--- config.mk ---
export PLATFORM = sky130hd
export DESIGN_NAME = btn_debounce
export DESIGN_NICKNAME = d
export VERILOG_FILES = /design/src/rtl/btn_debounce.sv
export SDC_FILE = /design/constraint.sdc
export NUM_CORES = 1
export LEC_CHECK = 0
export ABC_AREA = 1
export CAP_MARGIN = 0
export CORE_MARGIN = 2
export CORE_UTILIZATION = 45
export DETAILED_ROUTE_END_ITERATION = 7
export PLACE_DENSITY = 0.74
export SYNTH_ARGS = -nofsm -noshare
export SYNTH_HDL_FRONTEND = slang
export SYNTH_SLANG_ARGS = --single-unit
--- constraint.sdc ---
create_clock -name clock -period 2.5 [get_ports clock]
set_clock_uncertainty 0.05 [all_clocks]
set_input_delay 0.625 -clock clock [delete_from_list [all_inputs] [get_ports clock]]
set_output_delay 0.625 -clock clock [all_outputs]
set_load 0.02 [all_outputs]
--- src/rtl/btn_debounce.sv ---
// Pushbutton debouncer: two-flop synchronizer plus a stability counter that qualifies level changes.
// Optional debounced-press counter enabled by defining BTN_DEBOUNCE_PRESS_CNT_EN.
module btn_debounce #(
  parameter int unsigned STABLE_CYCLES = 1000000,
  parameter int unsigned CNT_W         = 20
) (
  input  logic       clock,
  input  logic       reset,
  input  logic       btn,
  output logic       btn_clean,
  output logic       bouncing,
  output logic [7:0] press_count
);

  localparam logic [CNT_W-1:0] CntLast = CNT_W'(STABLE_CYCLES - 1);

  logic             sync0;
  logic             sync1;
  logic [CNT_W-1:0] counter_q;
  logic [CNT_W-1:0] counter_d;
  logic             clean_d;

  // Any cycle where the synchronized level agrees with btn_clean restarts qualification.
  always_comb begin
    counter_d = '0;
    clean_d   = btn_clean;
    if (sync1 != btn_clean) begin
      if (counter_q == CntLast) begin
        clean_d = sync1;
      end else begin
        counter_d = counter_q + 1'b1;
      end
    end
  end

  always_ff @(posedge clock) begin
    if (reset) begin
      sync0     <= 1'b0;
      sync1     <= 1'b0;
      counter_q <= '0;
      btn_clean <= 1'b0;
      bouncing  <= 1'b0;
    end else begin
      sync0     <= btn;
      sync1     <= sync0;
      counter_q <= counter_d;
      btn_clean <= clean_d;
      bouncing  <= (counter_d != '0);
    end
  end

`ifdef BTN_DEBOUNCE_PRESS_CNT_EN
  logic [7:0] press_q;

  // Counts only 0->1 updates of btn_clean; wraps modulo 256.
  always_ff @(posedge clock) begin
    if (reset) begin
      press_q <= 8'd0;
    end else if (!btn_clean && clean_d) begin
      press_q <= press_q + 8'd1;
    end
  end

  assign press_count = press_q;
`else
  assign press_count = 8'd0;
`endif

endmodule

== Word-level counts from Yosys, hierarchy flattened ==
Index checks and enable logic that the tools add are counted.
W data, S select, Z words.
Operators by class
  $add $sub $neg: 1
  eq/ne operators: 2
  mux-type cells: 2
  reductions and logical operators: 2
Operator list (count)
  $mux W20: 2
  $add A20 B1 Y20 const B: 1
  $eq A20 B20 Y1 const B: 1
  $reduce_bool A20 Y1: 1
  $reduce_and A2 Y1: 1
  $ne A1 B1 Y1: 1
Storage, ports and cells
  bits in registers: 24
  input bits: 3
  output and inout port bits: 10
  word-level logic and storage cells: 12

== Logic depth before layout (Yosys ltp) ==
Gate-level depths: netlist of the first run.
  depth in word-level cells: 4
  mapped depth: 12
  gate-level depth less buffers: 12

== Worst setup path after synthesis of the first run ==
No wires, ideal clock.
  kind: register to register
  start: reg counter_q[0]
  end: reg bouncing
  arrival: 1.431 ns
  data required time: 2.318 ns
  setup slack: 0.886 ns
  cell stages (with the launch flop): 11
  path through: dfxtp_1 -> ha_1 -> nand3_1 -> nor2_4 -> nand3_1 -> nor2_2 -> nor2_4 -> nand3_1 -> nand3_1 -> nor2_1 -> a21oi_1
On the way
  longest elaborated chain between the ends: 4
  elaborated cells between the ends (all ways): 5
  those cells by class: add/sub: 1; eq/ne: 1; mux: 2; reduce/logical: 1
RTL lines
  from (decl): RTL line 19  | logic [CNT_W-1:0] counter_q;
  from (signal assigned): RTL line 46  | counter_q <= counter_d;
  $add A20 B1 Y20 / $eq A20 B20 Y1 (equally long branches): RTL line 31, 28
  $mux W20 *: RTL line 28  | if (counter_q == CntLast) begin
  $mux W20 *: RTL line 27  | if (sync1 != btn_clean) begin
  $reduce_bool A20 Y1 *: RTL line 48  | bouncing <= (counter_d != '0);
  to (signal assigned): RTL line 48
  to (decl): RTL line 11  | output logic bouncing,
Every way passes the cells marked *; elsewhere a longest branch is shown, timed or not.
A chain may end at the register's enable or synchronous reset.

== Worst setup path after layout of the first run ==
  start: reg btn_clean
  end: out btn_clean
RTL lines
  from (decl): RTL line 10  | output logic btn_clean,
  from (signal assigned): RTL line 47  | btn_clean <= clean_d;
No word-level cell between the ends.

==> results of run 1 <==
[state kept, by name, indices dropped and copies added (netlist names)]
register   flops
sync0          1
bouncing       1
counter_q     20
btn_clean      1
sync1          1
[metal layers]
metal	wire [um]	share of wire, %
met4	150	4.5
met3	230	6.9
met1	1501	45
met5	0	0
met2	1464	44
[where the power goes]
group / internal [W] / switching [W] / total [W] / leakage (nW)
logic: 0.00000833 / 0.0000258 / 0.0000341 / 0.435
registers: 0.000385 / 0.00000118 / 0.000386 / 0.194
clock network: 0.0000892 / 0.000118 / 0.000207 / 0.0210
total: 0.000482 / 0.000145 / 0.000627 / 0.650
[worst register-to-register path: cells and delay by family, from the launching register on]
family,cells,cell delay (ns)
flops,1,0.39
fa+ha+maj,1,0.21
simple gates,8,1.05
compound gates,1,0.07
[path summary, 6_finish.rpt]
| kind | startpoint | end | slack, ns | cells after the start |
|---|---|---|---|---|
| setup reg to reg | counter_q[0] | bouncing | 0.63 | 10 |
| setup / recovery | btn_clean | btn_clean | 0.50 | 1 |
| hold reg to reg | sync0 | sync1 | 0.37 | 2 |
| hold / removal | sync0 | sync1 | 0.37 | 2 |
[final cells by class]
class                      count  share of cell area, %
multi-input combinational    181                  54.42
sequential                    24                  30.55
tap                           44                  3.500
inverter                      24                  5.728
clock buffer                   4                  2.307
timing repair buffer           6                  3.500
[through the flow]
step	util, %	worst slack (ns)	hold WS (ns)
2_1_floorplan	-	0.8863	0.3383
3_3_place_gp	49.92	0.6508	0.3462
3_5_place_dp	49.92	0.6568	0.3590
4_1_cts	51.10	0.4874	0.3791
5_1_grt	51.10	0.4656	0.3992
6_report	51.10	0.5012	0.3727
[cell usage after synthesis]
master / count
sky130_fd_sc_hd__a21oi_1: 1
sky130_fd_sc_hd__buf_4: 9
sky130_fd_sc_hd__clkbuf_1: 2
sky130_fd_sc_hd__conb_1: 1
sky130_fd_sc_hd__dfxtp_1: 24
sky130_fd_sc_hd__ha_1: 1
sky130_fd_sc_hd__inv_1: 20
sky130_fd_sc_hd__inv_2: 4
sky130_fd_sc_hd__nand2_1: 54
sky130_fd_sc_hd__nand2_2: 4
sky130_fd_sc_hd__nand3_1: 23
sky130_fd_sc_hd__nand3_2: 1
sky130_fd_sc_hd__nand4_1: 5
sky130_fd_sc_hd__nor2_1: 48
sky130_fd_sc_hd__nor2_2: 11
sky130_fd_sc_hd__nor2_4: 3
sky130_fd_sc_hd__nor3_1: 6
sky130_fd_sc_hd__o211ai_1: 1
sky130_fd_sc_hd__o21ai_0: 3
sky130_fd_sc_hd__o21ai_1: 3
sky130_fd_sc_hd__o21bai_1: 1
sky130_fd_sc_hd__o31ai_1: 1
sky130_fd_sc_hd__or2_2: 1
sky130_fd_sc_hd__xor2_1: 6
[cells by family (layout without fill, tap and decap cells)]
logic type,count (synthesis),after routing
simple gates,156,156
buf+inv,35,34
flops,24,24
compound gates,10,10
xor+xnor,6,6
fa+ha+maj,1,1
other cells,1,8
==> run_summary.xml, run 1 <==
<?xml version="1.0" encoding="UTF-8"?>
<metrics>
  <group name="cells_and_area">
    <metric name="antennaDiodeCount" unit="">0</metric>
    <metric name="flow.area_growth_from_synthesis" unit="%">6.616</metric>
    <metric name="layout_commonest_cell" unit="">sky130_fd_sc_hd__nand2_1</metric>
    <metric name="layout-drive-gt1-share" unit="%">12.55</metric>
    <metric name="finish.cell_count_without_fillers" unit="">283</metric>
    <metric name="layout_cell_area_excl_fill" unit="sq um">1573</metric>
    <metric name="layout.area.seq" unit="sq um">480.5</metric>
    <metric name="final_net_count" unit="">244</metric>
    <metric name="layout_common_cells" unit="">sky130_fd_sc_hd__nand2_1, sky130_fd_sc_hd__nor2_1, sky130_fd_sc_hd__dfxtp_1</metric>
    <metric name="multi_input_area" unit="sq um">855.8</metric>
    <metric name="n_fill_cell" unit="">316</metric>
  </group>
  <group name="synthesis">
    <metric name="post_synth_inst_count" unit="">233</metric>
    <metric name="post_synth_num_cell_types" unit="">24</metric>
    <metric name="synth_xor_area_share" unit="%">3.562</metric>
    <metric name="synth_compound_gate_area_share" unit="%">3.902</metric>
    <metric name="synth_mux_area_share" unit="%">0</metric>
    <metric name="synth_seq_area_share" unit="%">32.57</metric>
    <metric name="ys_ff_latch" unit="">24</metric>
    <metric name="yosys_warnings" unit="">0</metric>
    <metric name="syn-cell-area" unit="sq um">1475</metric>
    <metric name="synth_adder_area_share" unit="%">0.8482</metric>
    <metric name="synth_top_area_cell" unit="">sky130_fd_sc_hd__dfxtp_1</metric>
    <metric name="post_synth_main_area_contributors" unit="">sky130_fd_sc_hd__dfxtp_1, sky130_fd_sc_hd__nand2_1, sky130_fd_sc_hd__nor2_1, sky130_fd_sc_hd__nand3_1, sky130_fd_sc_hd__inv_1</metric>
    <metric name="area_share_of_the_largest_cell_type_after_synthesis" unit="%">32.57</metric>
    <metric name="largest_family_of_logic_cells_by_synthesized_area" unit="">simple AND/OR/NAND/NOR gates</metric>
    <metric name="yosys.area_share.simple" unit="%">47.67</metric>
    <metric name="avgSynthCellArea" unit="sq um">6.331</metric>
  </group>
  <group name="worst_setup_path">
    <metric name="crit_slowest_cell" unit="">sky130_fd_sc_hd__clkdlybuf4s50_1</metric>
    <metric name="required" unit="ns">1.82</metric>
    <metric name="crit_chain" unit="">clkdlybuf4s50_1</metric>
    <metric name="timing.critical_path.arrival" unit="ns">1.32</metric>
    <metric name="kind_of_launch_point_of_the_worst_setup_path" unit="">flip-flop</metric>
    <metric name="worstPathBufferInverterCount" unit="">1</metric>
    <metric name="end_kind" unit="">primary output</metric>
    <metric name="critical-path-max-stage-delay" unit="ns">0.62</metric>
    <metric name="path_delay_family" unit="">buffers and inverters</metric>
    <metric name="critPathKind" unit="">flip-flop to primary output</metric>
    <metric name="path_max_fanout" unit="">3</metric>
  </group>
  <group name="global_routing">
    <metric name="gr-total-overflow" unit="">0</metric>
    <metric name="grtUsageMet1" unit="%">25.84</metric>
    <metric name="grt_usage" unit="%">19.75</metric>
    <metric name="globalRouteMet3Util" unit="%">2.311</metric>
    <metric name="antenna_found_initial" unit="">0</metric>
    <metric name="grt_busiest_layer" unit="">met2</metric>
    <metric name="global_route_wire_length_before_repair" unit="mm">5.444</metric>
    <metric name="met2_demand_to_capacity_share_in_global_routing" unit="%">30.55</metric>
    <metric name="first_global_vias" unit="">1255</metric>
    <metric name="grt_start_max_net_pins" unit="">23</metric>
  </group>
  <group name="route">
    <metric name="detailedRoute.firstPassIterationCount" unit="">4</metric>
    <metric name="drt-initial-drc-count" unit="">69</metric>
    <metric name="routed-via-count" unit="">1433</metric>
    <metric name="drc" unit="">0</metric>
    <metric name="routed_via_density" unit="">5.064</metric>
    <metric name="post_route_ant_nets" unit="">0</metric>
    <metric name="wl" unit="mm">3.347</metric>
    <metric name="route.detailed.wl_per_inst" unit="um">11.83</metric>
  </group>
  <group name="placement">
    <metric name="portBuffers" unit="">4</metric>
    <metric name="placed_cells_incl_taps" unit="">279</metric>
    <metric name="post-dp-hpwl" unit="mm">2.607</metric>
    <metric name="place.gp.congestion" unit="">0.9178</metric>
    <metric name="placedInstanceArea" unit="sq um">1536</metric>
  </group>
  <group name="die">
    <metric name="dieHeight" unit="um">61.26</metric>
    <metric name="io-pin-count" unit="">13</metric>
    <metric name="floorplan.die_area" unit="sq um">3752</metric>
    <metric name="core" unit="sq um">3078</metric>
    <metric name="placementRows" unit="">20</metric>
    <metric name="die_width" unit="um">61.26</metric>
    <metric name="floorplan.initialDensity" unit="%">47.93</metric>
  </group>
  <group name="clock_tree">
    <metric name="number_of_buffers_added_by_the_clock_tree_synthesis_step" unit="">3</metric>
    <metric name="clkSinkCount" unit="">24</metric>
    <metric name="clk_transition_reported_paths" unit="ns">0.13</metric>
    <metric name="cts-hold-fix-buffers" unit="">0</metric>
    <metric name="clock_tree_from_tritoncts" unit="">built</metric>
    <metric name="cts_setup_buffers" unit="">0</metric>
    <metric name="cts.path.max_buffers" unit="">2</metric>
    <metric name="post_cts_resized" unit="">0</metric>
    <metric name="cell_at_the_root_of_the_clock_tree" unit="">sky130_fd_sc_hd__clkbuf_4</metric>
    <metric name="cts.htree.levels" unit="">1</metric>
    <metric name="clk_latency" unit="ns">0.32</metric>
  </group>
  <group name="pwr">
    <metric name="p_total" unit="W">0.0006274</metric>
    <metric name="p_leak" unit="nW">0.6502</metric>
    <metric name="irDropWorstVdd" unit="mV">0.2137</metric>
    <metric name="power.density" unit="nW/um^2">398.9</metric>
  </group>
  <group name="worst_hold_path">
    <metric name="min_path_type" unit="">flip-flop to flip-flop</metric>
  </group>
  <group name="run_status">
    <metric name="outcome" unit="">complete, no violations</metric>
  </group>
  <group name="timing">
    <metric name="setup_total_negative_slack" unit="ns">0</metric>
    <metric name="layout_min_cycle_time" unit="ns">1.999</metric>
    <metric name="highest_clock_rate" unit="MHz">500.3</metric>
    <metric name="grt_setup_unrepaired" unit="">false</metric>
    <metric name="setup_violations" unit="">0</metric>
    <metric name="drv_slew" unit="">0</metric>
    <metric name="finalHoldViolCount" unit="">0</metric>
    <metric name="fin_crit_sh" unit="%">79.95</metric>
  </group>
  <group name="run">
    <metric name="cap_viol_max_count" unit="">0</metric>
  </group>
</metrics>
Note: power is estimated with default switching activity, not from simulation.
==> run 2: changes to the inputs <==
- clock period: 2.5 -> 1.9 ns (I/O delays scaled with it)
==> run_summary.xml, run 2 (synthesis gave the netlist of run 1 again) <==
<?xml version="1.0" encoding="UTF-8"?>
<metrics>
  <group name="timing">
    <metric name="layout_min_cycle_time" unit="ns">1.780</metric>
    <metric name="highest_clock_rate" unit="MHz">561.9</metric>
    <metric name="fin_crit_sh" unit="%">93.67</metric>
    <metric name="finalHoldViolCount" unit="">0</metric>
    <metric name="setup_violations" unit="">0</metric>
    <metric name="layout_setup_ws" unit="ns">0.1204</metric>
    <metric name="setup_total_negative_slack" unit="ns">0</metric>
    <metric name="drv_slew" unit="">0</metric>
  </group>
  <group name="pwr">
    <metric name="power.density" unit="nW/um^2">511.7</metric>
    <metric name="share_comb_of_total_power" unit="%">5.7</metric>
    <metric name="internal_power" unit="W">0.0006354</metric>
    <metric name="net_switching_power_figure" unit="W">0.0001938</metric>
    <metric name="p_seq_share" unit="%">61.3</metric>
    <metric name="clkPwrFrac" unit="%">33.0</metric>
    <metric name="irDropWorstVdd" unit="mV">0.4149</metric>
    <metric name="sw_frac_of_total" unit="%">23.37</metric>
    <metric name="p_leak" unit="nW">0.6802</metric>
  </group>
  <group name="die">
    <metric name="placementRows" unit="">20</metric>
    <metric name="dieHeight" unit="um">61.26</metric>
    <metric name="io-pin-count" unit="">13</metric>
    <metric name="floorplan.initialDensity" unit="%">47.93</metric>
    <metric name="core" unit="sq um">3078</metric>
    <metric name="die_width" unit="um">61.26</metric>
    <metric name="floorplan.die_area" unit="sq um">3752</metric>
  </group>
  <group name="global_routing">
    <metric name="gr-total-overflow" unit="">0</metric>
    <metric name="antenna_found_initial" unit="">0</metric>
    <metric name="first_global_vias" unit="">1293</metric>
    <metric name="grt_start_max_net_pins" unit="">25</metric>
    <metric name="grt_usage" unit="%">20.53</metric>
    <metric name="global_route_wire_length_before_repair" unit="mm">5.664</metric>
  </group>
  <group name="clock_tree">
    <metric name="cts-hold-fix-buffers" unit="">0</metric>
    <metric name="cts.htree.levels" unit="">1</metric>
    <metric name="cell_at_the_root_of_the_clock_tree" unit="">sky130_fd_sc_hd__clkbuf_4</metric>
    <metric name="clkSinkCount" unit="">24</metric>
    <metric name="clk_latency" unit="ns">0.32</metric>
    <metric name="clock_tree_from_tritoncts" unit="">built</metric>
    <metric name="clk_transition_reported_paths" unit="ns">0.13</metric>
    <metric name="number_of_buffers_added_by_the_clock_tree_synthesis_step" unit="">3</metric>
    <metric name="cts.path.max_buffers" unit="">2</metric>
  </group>
  <group name="placement">
    <metric name="place.gp.congestion" unit="">0.9071</metric>
    <metric name="detailedPlace.worstSlack" unit="ns">0.06146</metric>
    <metric name="post-dp-hpwl" unit="mm">2.586</metric>
    <metric name="placed_cells_incl_taps" unit="">279</metric>
    <metric name="portBuffers" unit="">4</metric>
  </group>
  <group name="worst_setup_path">
    <metric name="crit_chain" unit="">clkdlybuf4s50_1</metric>
    <metric name="kind_of_launch_point_of_the_worst_setup_path" unit="">flip-flop</metric>
    <metric name="critPathKind" unit="">flip-flop to primary output</metric>
    <metric name="worstPathBufferInverterCount" unit="">1</metric>
    <metric name="critical_path.reg2reg.endpoint" unit="">bouncing</metric>
    <metric name="setup_slack_on_the_worst_flop_to_flop_path" unit="ns">0.14</metric>
    <metric name="end_kind" unit="">primary output</metric>
    <metric name="start_of_the_worst_register_to_register_path" unit="">counter_q[0]</metric>
    <metric name="reg2regPathDepth" unit="">12</metric>
    <metric name="crit_slowest_cell" unit="">sky130_fd_sc_hd__clkdlybuf4s50_1</metric>
    <metric name="required" unit="ns">1.37</metric>
    <metric name="critical-path-max-stage-delay" unit="ns">0.60</metric>
    <metric name="timing.critical_path.arrival" unit="ns">1.25</metric>
    <metric name="path_max_fanout" unit="">1</metric>
    <metric name="path_delay_family" unit="">buffers and inverters</metric>
  </group>
  <group name="cells_and_area">
    <metric name="finish.cell_count_without_fillers" unit="">285</metric>
    <metric name="layout_common_cells" unit="">sky130_fd_sc_hd__nand2_1, sky130_fd_sc_hd__nor2_1, sky130_fd_sc_hd__nand3_1</metric>
    <metric name="antennaDiodeCount" unit="">0</metric>
    <metric name="n_fill_cell" unit="">314</metric>
    <metric name="multi_input_area" unit="sq um">878.3</metric>
    <metric name="layout.area.seq" unit="sq um">488.0</metric>
    <metric name="largest_register" unit="">counter_q</metric>
    <metric name="flow.area_growth_from_synthesis" unit="%">9.839</metric>
    <metric name="finalCoreUtilization" unit="%">52.64</metric>
    <metric name="final_net_count" unit="">246</metric>
    <metric name="layout-drive-gt1-share" unit="%">16.60</metric>
    <metric name="largest_register_ff_count" unit="">20</metric>
    <metric name="layout_commonest_cell" unit="">sky130_fd_sc_hd__nand2_1</metric>
  </group>
  <group name="route">
    <metric name="route.detailed.wl_per_inst" unit="um">12.09</metric>
    <metric name="detailedRoute.firstPassIterationCount" unit="">6</metric>
    <metric name="routed_via_density" unit="">5.007</metric>
    <metric name="routed-via-count" unit="">1427</metric>
    <metric name="drc" unit="">0</metric>
    <metric name="wl" unit="mm">3.445</metric>
    <metric name="drt-initial-drc-count" unit="">72</metric>
    <metric name="post_route_ant_nets" unit="">0</metric>
  </group>
  <group name="worst_hold_path">
    <metric name="min_path_type" unit="">flip-flop to flip-flop</metric>
    <metric name="hold_depth" unit="">2</metric>
    <metric name="hold_end" unit="">sync1</metric>
    <metric name="hp-start" unit="">sync0</metric>
  </group>
  <group name="run_status">
    <metric name="outcome" unit="">complete, no violations</metric>
  </group>
  <group name="run">
    <metric name="cap_viol_max_count" unit="">0</metric>
  </group>
</metrics>
## run 2: power by group through the flow
stage	Sequential [W]	Clock [W]	Combinational, W
final	0.000508	0.000274	0.0000471
after global routing	0.000509	0.000298	0.0000506
after CTS	0.000508	0.000281	0.0000452
after detailed placement	0.000519	0	0.0000451
after global placement	0.000519	0	0.0000452
after floorplan	0.000520	0	0.0000434
## run 2: routing by layer
metal | global-route usage [%] | wire (um)
met5 | 0 | 0
met4 | 9.627 | 36
met3 | 3.151 | 195
met2 | 33.43 | 1651
met1 | 26.65 | 1562
## run 2: cell type report
type                            count  share of cell area, %
Inverter                           24                  5.560
Timing Repair Buffer                8                  4.479
Clock buffer                        4                  2.239
Sequential cell                    24                  30.12
Tap cell                           44                  3.398
Multi-Input combinational cell    181                  54.21
## run 2: worst max-delay path by stage
stage / from / endpoint / slack (ns) / cells past startpoint
2_1_floorplan: counter_q[0] / bouncing / 0.29 / 10
3_3_place_gp: counter_q[0] / bouncing / 0.07 / 10
4_1_cts: btn_clean / btn_clean / 0.03 / 1
3_5_place_dp: counter_q[0] / bouncing / 0.06 / 10
5_1_grt: counter_q[0] / bouncing / -0.001 / 12
6_report: bouncing / bouncing / 0.12 / 1
## run 2: worst min-delay path, cell delays in order (launching register included)
cell and delay (ns):
sky130_fd_sc_hd__dfxtp_1 0.33, sky130_fd_sc_hd__inv_1 0.04, sky130_fd_sc_hd__nor2_1 0.03
## run 2: stage by stage
| step | hold WS (ns) | total power (W) | cell area (sq um) |
|---|---|---|---|
| floorplan | 0.3383 | 0.0005630 | 1501 |
| global placement | 0.3426 | 0.0005644 | 1536 |
| detailed placement | 0.3583 | 0.0005644 | 1536 |
| CTS | 0.3780 | 0.0008341 | 1573 |
| global route | 0.3898 | 0.0008573 | 1620 |
| finish | 0.3721 | 0.0008292 | 1620 |
## run 2: what timing repair did
item / 4_1_cts / 5_1_grt
endpoints found under the hold margin: 0 / 0
endpoints found under the setup margin: 0 / 2
setup buffers: 0 / 2
gates resized for setup: 0 / 11
==> run 3: changes to the inputs <==
- CORE_MARGIN: 2 -> 5
==> run_summary.xml, run 3 (synthesis gave the netlist of run 1 again) <==
<?xml version="1.0" encoding="UTF-8"?>
<metrics>
  <group name="worst_setup_path">
    <metric name="required" unit="ns">2.06</metric>
    <metric name="crit_path_frequent_cell" unit="">sky130_fd_sc_hd__nor2_4</metric>
    <metric name="crit_chain" unit="">ha_2, nand3_1, nor2_4, nand3_1, nor2_4, nor2_4, o31ai_1, nand2_1, nor2_1, a21oi_1</metric>
    <metric name="worstPathBufferInverterCount" unit="">0</metric>
    <metric name="critPathKind" unit="">flip-flop to flip-flop</metric>
    <metric name="setup_slack_on_the_worst_flop_to_flop_path" unit="ns">0.09</metric>
    <metric name="start_of_the_worst_register_to_register_path" unit="">counter_q[0]</metric>
    <metric name="path_delay_family" unit="">simple AND/OR/NAND/NOR gates</metric>
    <metric name="origin_of_the_worst_setup_path" unit="">counter_q[0]</metric>
    <metric name="reg2regPathDepth" unit="">10</metric>
    <metric name="timing.critical_path.arrival" unit="ns">1.97</metric>
    <metric name="worst-path-stages" unit="">10</metric>
    <metric name="path_max_fanout" unit="">9</metric>
    <metric name="critical-path-max-stage-delay" unit="ns">0.37</metric>
    <metric name="kind_of_launch_point_of_the_worst_setup_path" unit="">flip-flop</metric>
    <metric name="end_kind" unit="">flip-flop</metric>
    <metric name="critical_path.reg2reg.endpoint" unit="">bouncing</metric>
    <metric name="crit_slowest_cell" unit="">sky130_fd_sc_hd__dfxtp_2</metric>
  </group>
  <group name="placement">
    <metric name="place.gp.congestion" unit="">0.8790</metric>
    <metric name="portBuffers" unit="">4</metric>
    <metric name="placed_cells_incl_taps" unit="">280</metric>
    <metric name="detailedPlace.worstSlack" unit="ns">0.03101</metric>
    <metric name="post-dp-hpwl" unit="mm">2.644</metric>
    <metric name="placedInstanceArea" unit="sq um">1544</metric>
  </group>
  <group name="global_routing">
    <metric name="grt_busiest_layer" unit="">met2</metric>
    <metric name="grt_start_max_net_pins" unit="">25</metric>
    <metric name="first_global_vias" unit="">1320</metric>
    <metric name="grtUsageMet1" unit="%">22.53</metric>
    <metric name="met2_demand_to_capacity_share_in_global_routing" unit="%">26.50</metric>
    <metric name="grt_usage" unit="%">17.08</metric>
    <metric name="globalRouteMet3Util" unit="%">3.328</metric>
    <metric name="global_route_wire_length_before_repair" unit="mm">5.816</metric>
    <metric name="antenna_found_initial" unit="">0</metric>
    <metric name="gr-total-overflow" unit="">0</metric>
  </group>
  <group name="timing">
    <metric name="drv_slew" unit="">0</metric>
    <metric name="layout_min_cycle_time" unit="ns">1.814</metric>
    <metric name="highest_clock_rate" unit="MHz">551.3</metric>
    <metric name="finalHoldViolCount" unit="">0</metric>
    <metric name="fin_worst_hold_slack" unit="ns">0.3730</metric>
    <metric name="fin_crit_sh" unit="%">95.47</metric>
    <metric name="setup_violations" unit="">0</metric>
    <metric name="setup_total_negative_slack" unit="ns">0</metric>
    <metric name="layout_setup_ws" unit="ns">0.08598</metric>
    <metric name="grt_setup_unrepaired" unit="">true</metric>
  </group>
  <group name="route">
    <metric name="route.detailed.wl_per_inst" unit="um">11.92</metric>
    <metric name="routed_via_density" unit="">5.003</metric>
    <metric name="routed-via-count" unit="">1431</metric>
    <metric name="drt-initial-drc-count" unit="">82</metric>
    <metric name="wl" unit="mm">3.410</metric>
    <metric name="drc" unit="">0</metric>
    <metric name="detailedRoute.firstPassIterationCount" unit="">4</metric>
    <metric name="post_route_ant_nets" unit="">0</metric>
  </group>
  <group name="clock_tree">
    <metric name="clkSinkCount" unit="">24</metric>
    <metric name="clk_latency" unit="ns">0.32</metric>
    <metric name="cts.htree.levels" unit="">1</metric>
    <metric name="clock_tree_from_tritoncts" unit="">built</metric>
    <metric name="cts.path.max_buffers" unit="">2</metric>
    <metric name="number_of_buffers_added_by_the_clock_tree_synthesis_step" unit="">3</metric>
    <metric name="clk_transition_reported_paths" unit="ns">0.14</metric>
    <metric name="cell_at_the_root_of_the_clock_tree" unit="">sky130_fd_sc_hd__clkbuf_4</metric>
  </group>
  <group name="die">
    <metric name="io-pin-count" unit="">13</metric>
    <metric name="floorplan.die_area" unit="sq um">4523</metric>
    <metric name="die_width" unit="um">67.26</metric>
    <metric name="floorplan.initialDensity" unit="%">47.54</metric>
    <metric name="dieHeight" unit="um">67.26</metric>
    <metric name="placementRows" unit="">20</metric>
    <metric name="core" unit="sq um">3103</metric>
  </group>
  <group name="cells_and_area">
    <metric name="layout.area.seq" unit="sq um">483.0</metric>
    <metric name="n_fill_cell" unit="">338</metric>
    <metric name="flow.area_growth_from_synthesis" unit="%">10.94</metric>
    <metric name="largest_register" unit="">counter_q</metric>
    <metric name="layout_cell_area_excl_fill" unit="sq um">1637</metric>
    <metric name="layout_common_cells" unit="">sky130_fd_sc_hd__nand2_1, sky130_fd_sc_hd__nor2_1, sky130_fd_sc_hd__dfxtp_1</metric>
    <metric name="layout_commonest_cell" unit="">sky130_fd_sc_hd__nand2_1</metric>
    <metric name="antennaDiodeCount" unit="">0</metric>
    <metric name="multi_input_area" unit="sq um">875.8</metric>
    <metric name="final_net_count" unit="">247</metric>
    <metric name="finish.cell_count_without_fillers" unit="">286</metric>
    <metric name="largest_register_ff_count" unit="">20</metric>
    <metric name="layout-drive-gt1-share" unit="%">16.12</metric>
  </group>
  <group name="pwr">
    <metric name="sw_frac_of_total" unit="%">21.09</metric>
    <metric name="share_comb_of_total_power" unit="%">5.2</metric>
    <metric name="power.density" unit="nW/um^2">567.5</metric>
    <metric name="p_seq_share" unit="%">54.7</metric>
    <metric name="internal_power" unit="W">0.0007328</metric>
    <metric name="clkPwrFrac" unit="%">40.1</metric>
    <metric name="p_leak" unit="nW">0.6895</metric>
    <metric name="irDropWorstVdd" unit="mV">0.3046</metric>
    <metric name="net_switching_power_figure" unit="W">0.0001959</metric>
  </group>
  <group name="run">
    <metric name="cap_viol_max_count" unit="">0</metric>
  </group>
  <group name="worst_hold_path">
    <metric name="min_path_type" unit="">flip-flop to flip-flop</metric>
    <metric name="hp-start" unit="">sync0</metric>
    <metric name="hold_depth" unit="">2</metric>
    <metric name="hold_end" unit="">sync1</metric>
  </group>
  <group name="run_status">
    <metric name="outcome" unit="">complete, no violations</metric>
  </group>
</metrics>
run 3: power by group through the flow:
stage / Combinational, W / Clock, W / Sequential, W
after floorplan: 0.0000434 / 0 / 0.000520
after global placement: 0.0000456 / 0 / 0.000519
after detailed placement: 0.0000458 / 0 / 0.000519
after CTS: 0.0000462 / 0.000381 / 0.000508
after global routing: 0.0000522 / 0.000412 / 0.000509
final: 0.0000481 / 0.000372 / 0.000508
run 3: stage by stage:
stage | utilization (%) | power [W]
floorplan | - | 0.0005630
global placement | 49.76 | 0.0005649
detailed placement | 49.76 | 0.0005653
CTS | 51.69 | 0.0009353
global route | 52.74 | 0.0009735
finish | 52.74 | 0.0009287
run 3: cell type report:
type                            count  share of cell area (%)
Tap cell                           44                   3.364
Inverter                           24                   5.505
Clock inverter                      1                   1.835
Clock buffer                        3                   1.376
Timing Repair Buffer                9                   4.893
Multi-Input combinational cell    181                   53.52
Sequential cell                    24                   29.51
run 3: what timing repair did:
action / 4_1_cts / 5_1_grt
pin swaps: 0 / 2
buffers inserted: 0 / 2
endpoints found under the setup margin: 1 / 2
gates resized for setup: 2 / 6
hold buffers: 0 / 0
hold endpoints to repair: 0 / 0
run 3: worst max path at each step:
stage	endpoint	slack (ns)
finish	bouncing	0.09
global route	bouncing	-0.05
CTS	bouncing	0.008
detailed placement	bouncing	0.03
global placement	bouncing	0.05
floorplan	bouncing	0.29
run 3: per-layer routing:
layer | part of all wire (%) | up-vias
met5 | 0 | -
met2 | 44 | 56
li1 | - | 734
met4 | 2.7 | 0
met1 | 45 | 630
met3 | 8.1 | 11
run 3: worst register-to-register path: cells and delay by family, from the launching register on:
kind	cells	cell delay, ns
flops	1	0.37
compound gates	2	0.16
fa+ha+maj	1	0.20
simple gates	7	0.94
